==> config.mk <==
export PLATFORM = sky130hd
export DESIGN_NAME = dmem_arbiter
export DESIGN_NICKNAME = d
export VERILOG_FILES = /design/src/rtl/dmem_arb_pkg.sv /design/src/rtl/dmem_arb_starve_cnt.sv /design/src/rtl/dmem_arbiter.sv
export SDC_FILE = /design/constraint.sdc
export NUM_CORES = 1
export LEC_CHECK = 0
export BUFFER_PORTS_ARGS = -buffer_cell sky130_fd_sc_hd__clkbuf_2
export CORE_AREA = 4 4 113 115
export CTS_BUF_LIST = sky130_fd_sc_hd__clkbuf_4
export CTS_CLUSTER_DIAMETER = 200
export DETAILED_ROUTE_END_ITERATION = 12
export DIE_AREA = 0 0 117 119
export MAX_ROUTING_LAYER = met4
export PLACE_DENSITY_LB_ADDON = 0.12
export SETUP_SLACK_MARGIN = 0.3
export SLEW_MARGIN = 20
export SYNTH_ARGS = -nofsm -noshare
export SYNTH_HDL_FRONTEND = slang
export SYNTH_SLANG_ARGS = --single-unit
==> constraint.sdc <==
create_clock -name clk -period 1.9 [get_ports clk]
set_clock_uncertainty 0.15 [all_clocks]
set_input_delay 0.095 -clock clk [delete_from_list [all_inputs] [get_ports clk]]
set_output_delay 0.095 -clock clk [all_outputs]
set_load 0.005 [all_outputs]
==> src/rtl/dmem_arb_pkg.sv <==
// Shared types and helpers for the data-memory arbiter (CPU vs debug port).
package dmem_arb_pkg;

  typedef enum logic [1:0] {
    RESP_NONE = 2'd0,
    RESP_CPU  = 2'd1,
    RESP_DBG  = 2'd2
  } resp_state_t;

  localparam int DMEM_ARB_CNT_W = 32;

  function automatic logic [DMEM_ARB_CNT_W-1:0] sat_inc(input logic [DMEM_ARB_CNT_W-1:0] v);
    return (v == {DMEM_ARB_CNT_W{1'b1}}) ? v : v + 32'd1;
  endfunction

endpackage

==> src/rtl/dmem_arb_starve_cnt.sv <==
// Counts consecutive cycles the debug port loses arbitration; flags starvation at STARVE_LIMIT.
module dmem_arb_starve_cnt #(
  parameter int STARVE_LIMIT = 4
) (
  input  logic clk,
  input  logic reset,
  input  logic dbg_req,
  input  logic dbg_gnt,
  output logic starved
);

  localparam int CNT_W = $clog2(STARVE_LIMIT + 1);
  localparam logic [CNT_W-1:0] LIMIT_C = CNT_W'(STARVE_LIMIT);

  logic [CNT_W-1:0] cnt_r;

  // Clear on grant or idle debug, otherwise count losses up to the limit without wrapping
  always_ff @(posedge clk or posedge reset) begin
    if (reset) begin
      cnt_r <= {CNT_W{1'b0}};
    end else if (!dbg_req || dbg_gnt) begin
      cnt_r <= {CNT_W{1'b0}};
    end else if (cnt_r != LIMIT_C) begin
      cnt_r <= cnt_r + {{(CNT_W-1){1'b0}}, 1'b1};
    end else begin
      cnt_r <= cnt_r;
    end
  end

  assign starved = (cnt_r == LIMIT_C);

endmodule

==> src/rtl/dmem_arbiter.sv <==
// Single-port DMEM arbiter: CPU has fixed priority, debug gets a forced grant when starved.
// Optional perf counters are built when DMEM_ARB_PERF_EN is defined.
module dmem_arbiter
  import dmem_arb_pkg::*;
#(
  parameter int ADDR_WIDTH   = 32,
  parameter int DATA_WIDTH   = 32,
  parameter int STARVE_LIMIT = 4
) (
  input  logic                  clk,
  input  logic                  reset,
  input  logic                  cpu_req,
  input  logic                  cpu_we,
  input  logic [ADDR_WIDTH-1:0] cpu_addr,
  input  logic [DATA_WIDTH-1:0] cpu_wdata,
  output logic                  cpu_stall,
  output logic [DATA_WIDTH-1:0] cpu_rdata,
  output logic                  cpu_rvalid,
  input  logic                  dbg_req,
  input  logic                  dbg_we,
  input  logic [ADDR_WIDTH-1:0] dbg_addr,
  input  logic [DATA_WIDTH-1:0] dbg_wdata,
  output logic                  dbg_gnt,
  output logic [DATA_WIDTH-1:0] dbg_rdata,
  output logic                  dbg_rvalid,
  output logic                  mem_en,
  output logic                  mem_we,
  output logic [ADDR_WIDTH-1:0] mem_addr,
  output logic [DATA_WIDTH-1:0] mem_wdata,
  input  logic [DATA_WIDTH-1:0] mem_rdata
`ifdef DMEM_ARB_PERF_EN
  ,
  output logic [DMEM_ARB_CNT_W-1:0] perf_cpu_stall_cyc,
  output logic [DMEM_ARB_CNT_W-1:0] perf_dbg_grants
`endif
);

  logic        starved_s;
  logic        cpu_gnt_s;
  logic        dbg_gnt_s;
  resp_state_t state_r;

  dmem_arb_starve_cnt #(.STARVE_LIMIT(STARVE_LIMIT)) u_starve (
    .clk     (clk),
    .reset   (reset),
    .dbg_req (dbg_req),
    .dbg_gnt (dbg_gnt_s),
    .starved (starved_s)
  );

  // Grant decision and memory port mux; the idle port drives all zeros
  always_comb begin
    dbg_gnt_s = dbg_req & (~cpu_req | starved_s);
    cpu_gnt_s = cpu_req & ~dbg_gnt_s;
    mem_en    = cpu_gnt_s | dbg_gnt_s;
    if (dbg_gnt_s) begin
      mem_we    = dbg_we;
      mem_addr  = dbg_addr;
      mem_wdata = dbg_wdata;
    end else if (cpu_gnt_s) begin
      mem_we    = cpu_we;
      mem_addr  = cpu_addr;
      mem_wdata = cpu_wdata;
    end else begin
      mem_we    = 1'b0;
      mem_addr  = {ADDR_WIDTH{1'b0}};
      mem_wdata = {DATA_WIDTH{1'b0}};
    end
  end

  assign dbg_gnt   = dbg_gnt_s;
  assign cpu_stall = cpu_req & ~cpu_gnt_s;

  // Response owner for next cycle's mem_rdata; writes produce no response
  always_ff @(posedge clk or posedge reset) begin
    if (reset) begin
      state_r <= RESP_NONE;
    end else if (cpu_gnt_s && !cpu_we) begin
      state_r <= RESP_CPU;
    end else if (dbg_gnt_s && !dbg_we) begin
      state_r <= RESP_DBG;
    end else begin
      state_r <= RESP_NONE;
    end
  end

  assign cpu_rvalid = (state_r == RESP_CPU);
  assign dbg_rvalid = (state_r == RESP_DBG);
  assign cpu_rdata  = cpu_rvalid ? mem_rdata : {DATA_WIDTH{1'b0}};
  assign dbg_rdata  = dbg_rvalid ? mem_rdata : {DATA_WIDTH{1'b0}};

`ifdef DMEM_ARB_PERF_EN
  // Saturating event counters for stall cycles and debug grants
  always_ff @(posedge clk or posedge reset) begin
    if (reset) begin
      perf_cpu_stall_cyc <= {DMEM_ARB_CNT_W{1'b0}};
      perf_dbg_grants    <= {DMEM_ARB_CNT_W{1'b0}};
    end else begin
      perf_cpu_stall_cyc <= cpu_stall ? sat_inc(perf_cpu_stall_cyc) : perf_cpu_stall_cyc;
      perf_dbg_grants    <= dbg_gnt_s ? sat_inc(perf_dbg_grants) : perf_dbg_grants;
    end
  end
`endif

endmodule

### Yosys cells after proc, flatten, opt, wreduce, memory -nomap -nowiden

Index checks and enable logic that the tools add are counted.

| storage, ports and cells | value |
|---|---|
| bits in registers | 5 |
| input port bits | 166 |
| logic and storage cells | 34 |

| operators by class | value |
|---|---|
| $add $sub $neg | 1 |
| multiplexer cells | 12 |
| bitwise gates (word level) | 8 |
| equality and inequality tests | 4 |
| reduce and logical (&&, ||, !) cells | 7 |

Operators by type and width:

| cell | count |
|---|---|
| $mux W32 | 6 |
| $mux W3 | 2 |
| $mux W2 | 2 |
| $add A3 B1 Y3 const B | 1 |
| $and A1 B1 Y1 | 3 |
| $eq A3 B3 Y1 const B | 1 |
| $logic_not A1 Y1 | 3 |
| $ne A3 B3 Y1 const B | 1 |
| $not A1 Y1 | 3 |
| $eq A2 B1 Y1 const B | 1 |
| $eq A2 B2 Y1 const B | 1 |
| $logic_and A1 B1 Y1 | 2 |
| $mux W1 | 2 |
| $or A1 B1 Y1 | 2 |
| $reduce_bool A2 Y1 | 1 |
| $logic_or A1 B1 Y1 | 1 |

### Logic depth before layout (Yosys ltp)

Gate-level depths: netlist of run 1.

| depth | value |
|---|---|
| word-level depth | 7 |
| mapped depth | 6 |

### Modules after synthesis

From an unflattened synthesis of run 1, not the netlist that was laid out.

| unflattened totals | value |
|---|---|
| cell total of the unflattened synthesis | 188 |
| area, all modules | 1522.7 µm² |

By module, submodules not included:

| module | instances | area an instance (µm²) | seq. area each (µm²) | cells an instance |
|---|---|---|---|---|
| dmem_arbiter | 1 | 1336.3 | 50.0 | 169 |
| dmem_arb_starve_cnt | 1 | 186.4 | 75.1 | 19 |

### Worst setup path after synthesis of run 1

Ideal clock, no wire load.

| path | value |
|---|---|
| path type | register to output |
| start point | register u_starve.cnt_r[0] |
| end point | output port mem_addr[0] |
| cell stages (with the launch flop) | 7 |
| path buffers | 2 |
| path slack | 0.405 ns |
| arrival | 1.250 ns |
| required time | 1.655 ns |
| cell sequence | dfrtp_1 inv_1 ha_1 and3_1 buf_4 buf_4 o22ai_1 |

| between the ends | value |
|---|---|
| longest elaborated chain between the ends | 7 |

RTL lines:

| what | RTL line | text |
|---|---|---|
| start: declaration | dmem_arb_starve_cnt.sv:15 | `logic [CNT_W-1:0] cnt_r;` |
| start signal: assignment | dmem_arb_starve_cnt.sv:20 | `cnt_r <= {CNT_W{1'b0}};` |
| start signal: assignment | dmem_arb_starve_cnt.sv:22 | `cnt_r <= {CNT_W{1'b0}};` |
| start signal: assignment | dmem_arb_starve_cnt.sv:24 | `cnt_r <= cnt_r + {{(CNT_W-1){1'b0}}, 1'b1};` |
| $eq A3 B3 Y1 * | dmem_arb_starve_cnt.sv:30 | `assign starved = (cnt_r == LIMIT_C);` |
| $or A1 B1 Y1 * | dmem_arbiter.sv:53 | `dbg_gnt_s = dbg_req & (~cpu_req \| starved_s);` |
| $and A1 B1 Y1 * | dmem_arbiter.sv:53 |  |
| $not A1 Y1 | dmem_arbiter.sv:54 | `cpu_gnt_s = cpu_req & ~dbg_gnt_s;` |
| $and A1 B1 Y1 | dmem_arbiter.sv:54 |  |
| $mux W32 | dmem_arbiter.sv:60 | `end else if (cpu_gnt_s) begin` |
| $mux W32 * | dmem_arbiter.sv:56 | `if (dbg_gnt_s) begin` |
| end: declaration | dmem_arbiter.sv:28 | `output logic [ADDR_WIDTH-1:0] mem_addr,` |

Every way passes the cells marked *; elsewhere a longest branch is shown, timed or not.

### Final worst setup path of run 1

| path | value |
|---|---|
| start point | register u_starve.cnt_r[0] |
| end point | output port mem_wdata[24] |

| between the ends | value |
|---|---|
| longest elaborated chain between the ends | 7 |

RTL lines:

| what | RTL line | text |
|---|---|---|
| $eq A3 B3 Y1 * | dmem_arb_starve_cnt.sv:30 |  |
| $or A1 B1 Y1 * | dmem_arbiter.sv:53 |  |
| $and A1 B1 Y1 * | dmem_arbiter.sv:53 |  |
| $not A1 Y1 | dmem_arbiter.sv:54 |  |
| $and A1 B1 Y1 | dmem_arbiter.sv:54 |  |
| $mux W32 | dmem_arbiter.sv:60 |  |
| $mux W32 * | dmem_arbiter.sv:56 |  |
| end: declaration | dmem_arbiter.sv:29 | `output logic [DATA_WIDTH-1:0] mem_wdata,` |

Marks and branches as above.

==> results of run 1 <==
-- cell families (layout without fill, tap and decap cells) --
logic type | Yosys count | count (layout) | synth area share [%]
fa+ha+maj | 2 | 2 | 1.42
simple gates | 208 | 208 | 55.5
compound gates | 67 | 67 | 24.0
buf+inv | 39 | 334 | 11.9
flops | 5 | 5 | 7.11
-- metal layers --
layer | wire [um] | global-route usage [%] | vias up | share of wire (%)
li1 | - | - | 1663 | -
met1 | 3990 | 12.2 | 1432 | 36
met2 | 6060 | 26.2 | 190 | 54
met3 | 1000 | 2.44 | 6 | 9.0
met4 | 79 | 1.72 | 0 | 0.71
met5 | 0 | - | - | 0
-- area by class of cell --
type | count | area [um2]
fillers | 1300 | 7980
multi-input cells | 277 | 1540
repair buffers | 327 | 1940
inverters | 3 | 11.3
clock inverters | 1 | 5.00
well taps | 147 | 184
flip-flops and latches | 5 | 125
clock buffers | 3 | 22.5
-- state kept, by name, indices dropped and copies added, names as in the netlist --
signal,flops
state_r,2
u_starve.cnt_r,3
-- worst min-delay path by stage --
stage | end | slack (ns) | cells past startpoint
2_1_floorplan | state_r[0] | -0.28 | 1
3_3_place_gp | state_r[1] | -0.16 | 2
3_5_place_dp | state_r[1] | -0.16 | 2
4_1_cts | state_r[1] | 0.13 | 3
5_1_grt | state_r[1] | 0.17 | 3
6_report | state_r[1] | 0.13 | 3
-- through the flow --
step                util [%]  instance area, um2
floorplan                  -                1760
global placement        28.7                3390
detailed placement      28.7                3390
CTS                     30.1                3560
global route            32.5                3830
finish                  32.5                3830
-- where the power goes --
part	leakage (nW)	switching [W]	internal (W)
clock network	0.0177	0.0000464	0.0000763
registers	0.0672	0.00000360	0.000111
logic	2.17	0.000323	0.000388
total	2.25	0.000373	0.000574
-- worst min-delay path: stages --
cell and delay (ns):
dlygate4sd3_1 0.53, clkbuf_2 0.10, inv_1 0.15
-- timing repair --
item | CTS | global route
gates resized for setup | 10 | 30
gates cloned | 1 | 10
setup buffers | 2 | 2
endpoints found under the setup margin | 66 | 124
hold buffers | 3 | 0
endpoints found under the hold margin | 7 | 0
pin swaps | 1 | 3
-- layout by cell type, fill, tap and decap left out, types with 2 or more instances in the layout --
master	n
inv_2	2
buf_8	3
nand2_1	132
clkbuf_2	294
buf_12	5
clkbuf_16	5
clkbuf_4	3
dlygate4sd3_1	3
buf_2	5
dfrtp_1	5
o22ai_1	53
nor3b_1	3
and2_1	64
buf_16	2
buf_6	4
o22ai_2	12
nor2b_4	2
buf_4	6
==> metrics.txt, run 1 <==
outcome complete, no violations; Final Power 0.000948 W; Pwr per Cell Area 247 nW/um2; NumNets Final 785; CP Depth 6; die area 13900 um2; CTS max path bufs 2; Async SR Flop Fraction 100%; TritonCTS clock tree done; Post-synth top flop dfrtp_1; worst vdd ir 0.0000886 V; CP endpoint mem_wdata[24]; Pre-antenna DRT Iters 4; sequential area share after synthesis 7.11%; layout cells sized above 1 56.8%; GRT Resource Usage Total 12.8%; Cells after DPL 741; total CTS buffers 3; area leader, netlist nand2_1; measured slew at the worst slew-check pin 0.445 ns; r2r startpoint u_starve.cnt_r[0]; vias in the first global route 3001; final wirelength 11100 um; flops & latches, synth 5; post-place setup slack 0.215 ns; hold slack 0.126 ns; Mapped Nets 489; fmax 549 MHz; first-pass GRT wire length 14200 um; post-route ant nets 0; root buffer cell clkbuf_4; Setup crit end kind primary output; Fin Setup TNS 0 ns; synth warn 0; DP HPWL 8120 um; DRC Markers 0; CP bufs+invs 3; FF-to-FF End u_starve.cnt_r[2]; critical path peak fanout 17; post-route setup slack 0.0794 ns; num rows 40; largest net degree at the start of global routing 47; Post-synth EDFFs 0; drt wl/cell 14.6 um; worst-path cell chain inv_2, ha_4, and3_4, clkbuf_16, o22ai_1, clkbuf_2; worst skew pair latency 0.24 ns; Req. time, crit path 1.65 ns; Ports 300; Post-synth top cells nand2_1, o22ai_1, and2_1; HP Class in -> async; Slew Viols, Final 0; DIE WIDTH 117 um; most common cell in the synthesized netlist nand2_1; GP Congestion 0.739; Reg clk slew, reported paths 0.05 ns; period utilization 95.8%; Slew headroom 70.3%; Yosys top cell area share 28.1%; die height 119 um; htree depth 1; synth top area cells nand2_1, o22ai_1, and2_1; r2r worst-path depth 5; Starting Density 14.9%; RSZ-0062 raised after global routing yes; post-synth cell types 20; fin crit period 1.82 ns; Crit Path Category reg -> out; slowest stage delay, CP 0.39 ns; critical path's top delay family flip-flops; core area 11800 um2; final number of hold-violating endpoints 0; R2R setup slack 0.24 ns; gr ovfl total 0; arrival time worst endpoint 1.58 ns; max-cap viol count 0; fin cells 763; antenna cell count 0; post-synthesis cell area 1760 um2; CP Launch Type flip-flop; 1st-iter DRT viols 103; slowest cell on the critical path dfrtp_1; Final Setup Violations 0; Clock Sinks 5; Syn Inst Count 321; # port buffers 299; antenna violations before repair 0; Via Count 3291; syn_area_per_cell 5.48 um2; Crit. Startpoint u_starve.cnt_r[0]; Synth-to-Final Area Change 118%; Leakage 2.25 nW; via/cell ratio 4.31
Power figures use the tool's default switching activity.
==> inputs of run 2 (changes only) <==
--- a/config.mk
+++ b/config.mk
@@ -12,4 +12,5 @@
 export DETAILED_ROUTE_END_ITERATION = 12
 export DIE_AREA = 0 0 117 119
+export HOLD_SLACK_MARGIN = 0.06
 export MAX_ROUTING_LAYER = met4
 export PLACE_DENSITY_LB_ADDON = 0.12
==> constraint.sdc (replaced) <==
create_clock -name clk -period 1.9 [get_ports clk]
set_clock_uncertainty 0.15 [all_clocks]
set_input_delay 0.19 -clock clk [delete_from_list [all_inputs] [get_ports clk]]
set_output_delay 0.19 -clock clk [all_outputs]
set_load 0.005 [all_outputs]
==> run 2 against run 1 <==
Net effect:
- the flow now finishes with violations (setup timing)
- hold slack improved by 0.090 ns
- wire length rose by 19%
- clock power is 11% higher
- non-clock buffer count up 11
- setup slack lost 0.11 ns
- critical path depth up 1
- first-iteration DRC count rose by 6.8%
- critical path type unchanged
- critical endpoint is now mem_addr[15]
==> metrics.txt, run 2 (synthesized netlist as in run 1, its figures left out) <==
hold slack 0.216 ns (was 0.126 ns); root buffer cell clkbuf_4 (unchanged); CTS max path bufs 2 (unchanged); layout cells sized above 1 74.8% (was 56.8%); Layout fillers 1179 (was 1300); post-route setup slack -0.0352 ns (was 0.0794 ns); Clock Sinks 5 (unchanged); period utilization 102% (was 95.8%); CP Launch Type flip-flop (unchanged); Pre-antenna DRT Iters 4 (unchanged); CP bufs+invs 4 (was 3); slowest cell on the critical path dfrtp_1 (unchanged); Ports 300 (unchanged); max-cap viol count 0 (unchanged); Starting Density 14.9% (unchanged); die height 119 um (unchanged); most frequent cells in the layout clkbuf_2, nand2_1, buf_6 (was clkbuf_2, nand2_1, and2_1); Final Setup Violations 49 (was 0); Crit Path Category reg -> out (unchanged); post-route ant nets 0 (unchanged); Slew Viols, Final 0 (unchanged); DRC Markers 0 (unchanged); DP HPWL 8080 um (was 8120 um); Pwr per Cell Area 237 nW/um2 (was 247 nW/um2); GP Congestion 0.748 (was 0.739); # port buffers 299 (unchanged); drt wl/cell 17.1 um (was 14.6 um); Synth-to-Final Area Change 182% (was 118%); first-pass GRT wire length 16400 um (was 14200 um); num rows 40 (unchanged); Req. time, crit path 1.56 ns (was 1.65 ns); critical path's top delay family buffers and inverters (was flip-flops); area occupied by multi-input gates 2010 um2 (was 1540 um2); most common cell after layout, fill and taps aside clkbuf_2 (unchanged); number of flip-flops in the largest register 3 (unchanged); Reg area 125 um2 (unchanged); core area 11800 um2 (unchanged); 1st-iter DRT viols 110 (was 103); fmax 517 MHz (was 549 MHz); Largest Register u_starve.cnt_r (unchanged); gr ovfl total 0 (unchanged); Cells after DPL 741 (unchanged); total CTS buffers 3 (unchanged); Fin Setup TNS -0.627 ns (was 0 ns); largest net degree at the start of global routing 47 (unchanged); GRT Resource Usage Total 15.0% (was 12.8%); DIE WIDTH 117 um (unchanged); arrival time worst endpoint 1.60 ns (was 1.58 ns); failing checks setup timing; Slew headroom 81.9% (was 70.3%); RSZ-0062 raised after global routing yes (unchanged); NumNets Final 797 (was 785); fin crit period 1.94 ns (was 1.82 ns); via/cell ratio 4.57 (was 4.31); slowest stage delay, CP 0.39 ns (about the same); worst skew pair latency 0.24 ns (about the same); top flop regs u_starve.cnt_r x3, state_r x2 (unchanged); worst-path cell chain inv_2, ha_4, a21boi_4, buf_12, clkbuf_16, o22ai_2, clkbuf_2 (was inv_2, ha_4, and3_4, clkbuf_16, o22ai_1, clkbuf_2); antenna violations before repair 1 (was 0); final number of hold-violating endpoints 0 (unchanged); outcome complete, but fails checks (was complete, no violations); Leakage 2.66 nW (was 2.25 nW); TritonCTS clock tree done (unchanged); die area 13900 um2 (unchanged); Reg clk slew, reported paths 0.04 ns (was 0.05 ns); measured slew at the worst slew-check pin 0.271 ns (was 0.445 ns); htree depth 1 (unchanged); Setup crit end kind primary output (unchanged); final wirelength 13300 um (was 11100 um); HP Class in -> async (unchanged); worst vdd ir 0.0000956 V (was 0.0000886 V); vias in the first global route 3394 (was 3001); Via Count 3547 (was 3291); R2R setup slack 0.36 ns (was 0.24 ns); fin cells 776 (was 763); critical path peak fanout 7 (was 17)
run 2: cell count changes in the layout (fill, tap and decap cells not counted), moves of 3 or more:
cell	previous run	this run
and2_1	64	0
and2_4	0	64
buf_12	5	8
buf_16	2	5
buf_2	5	31
buf_6	4	73
clkbuf_16	5	9
clkbuf_2	294	203
o22ai_1	53	9
o22ai_2	12	53
o22ai_4	0	3
run 2: worst paths after layout:
path | end | cells past startpoint | start
min in group clk | state_r[0] | 2 | cpu_req
max in group asynchronous | state_r[0] | 3 | reset
hold / removal | u_starve.cnt_r[0] | 3 | reset
setup / recovery | mem_addr[15] | 7 | u_starve.cnt_r[0]
hold reg to reg | u_starve.cnt_r[0] | 2 | u_starve.cnt_r[0]
setup reg to reg | u_starve.cnt_r[2] | 4 | u_starve.cnt_r[0]
run 2: metal layers:
layer	GRT usage, %	up-vias	wire length (um)
met4	2.58	0	222
met3	1.68	16	972
met2	31.0	191	7200
met1	14.4	1646	4870
met5	-	-	0
li1	-	1694	-
run 2: stage by stage:
| stage | instance area, um2 | util [%] | total power (W) | worst slack (ns) |
|---|---|---|---|---|
| floorplan | 1760 | - | 0.000381 | 0.310 |
| global placement | 3400 | 28.8 | 0.000747 | 0.159 |
| detailed placement | 3400 | 28.8 | 0.000749 | 0.147 |
| CTS | 4090 | 34.6 | 0.00105 | -0.0105 |
| global route | 4970 | 42.1 | 0.00127 | -0.0934 |
| finish | 4970 | 42.1 | 0.00118 | -0.0352 |
run 2: report_power, final:
part           internal (W)  switching, W  leakage [nW]
clock             0.0000936     0.0000428        0.0184
combinational      0.000534      0.000395          2.57
sequential         0.000111    0.00000367        0.0672
total              0.000738      0.000442          2.66
run 2: final cells by class:
| class | count | share of cell area [%] |
|---|---|---|
| antenna | 1 | 0.0503 |
| clock buffer | 4 | 0.604 |
| inverter | 3 | 0.227 |
| multi-input combinational | 278 | 40.5 |
| sequential | 5 | 2.52 |
| tap | 147 | 3.70 |
| timing repair buffer | 338 | 52.4 |
run 2: worst min-delay path: cells and delay by family:
family | cells | cell delay [ns]
buffers and inverters | 3 | 0.77
run 2: what timing repair did:
item,CTS,global route
gates cloned,9,14
pin swaps,40,45
hold endpoints to repair,7,0
buffers inserted,3,1
hold buffers,3,0
resized for setup,122,141
setup endpoints to repair,117,131
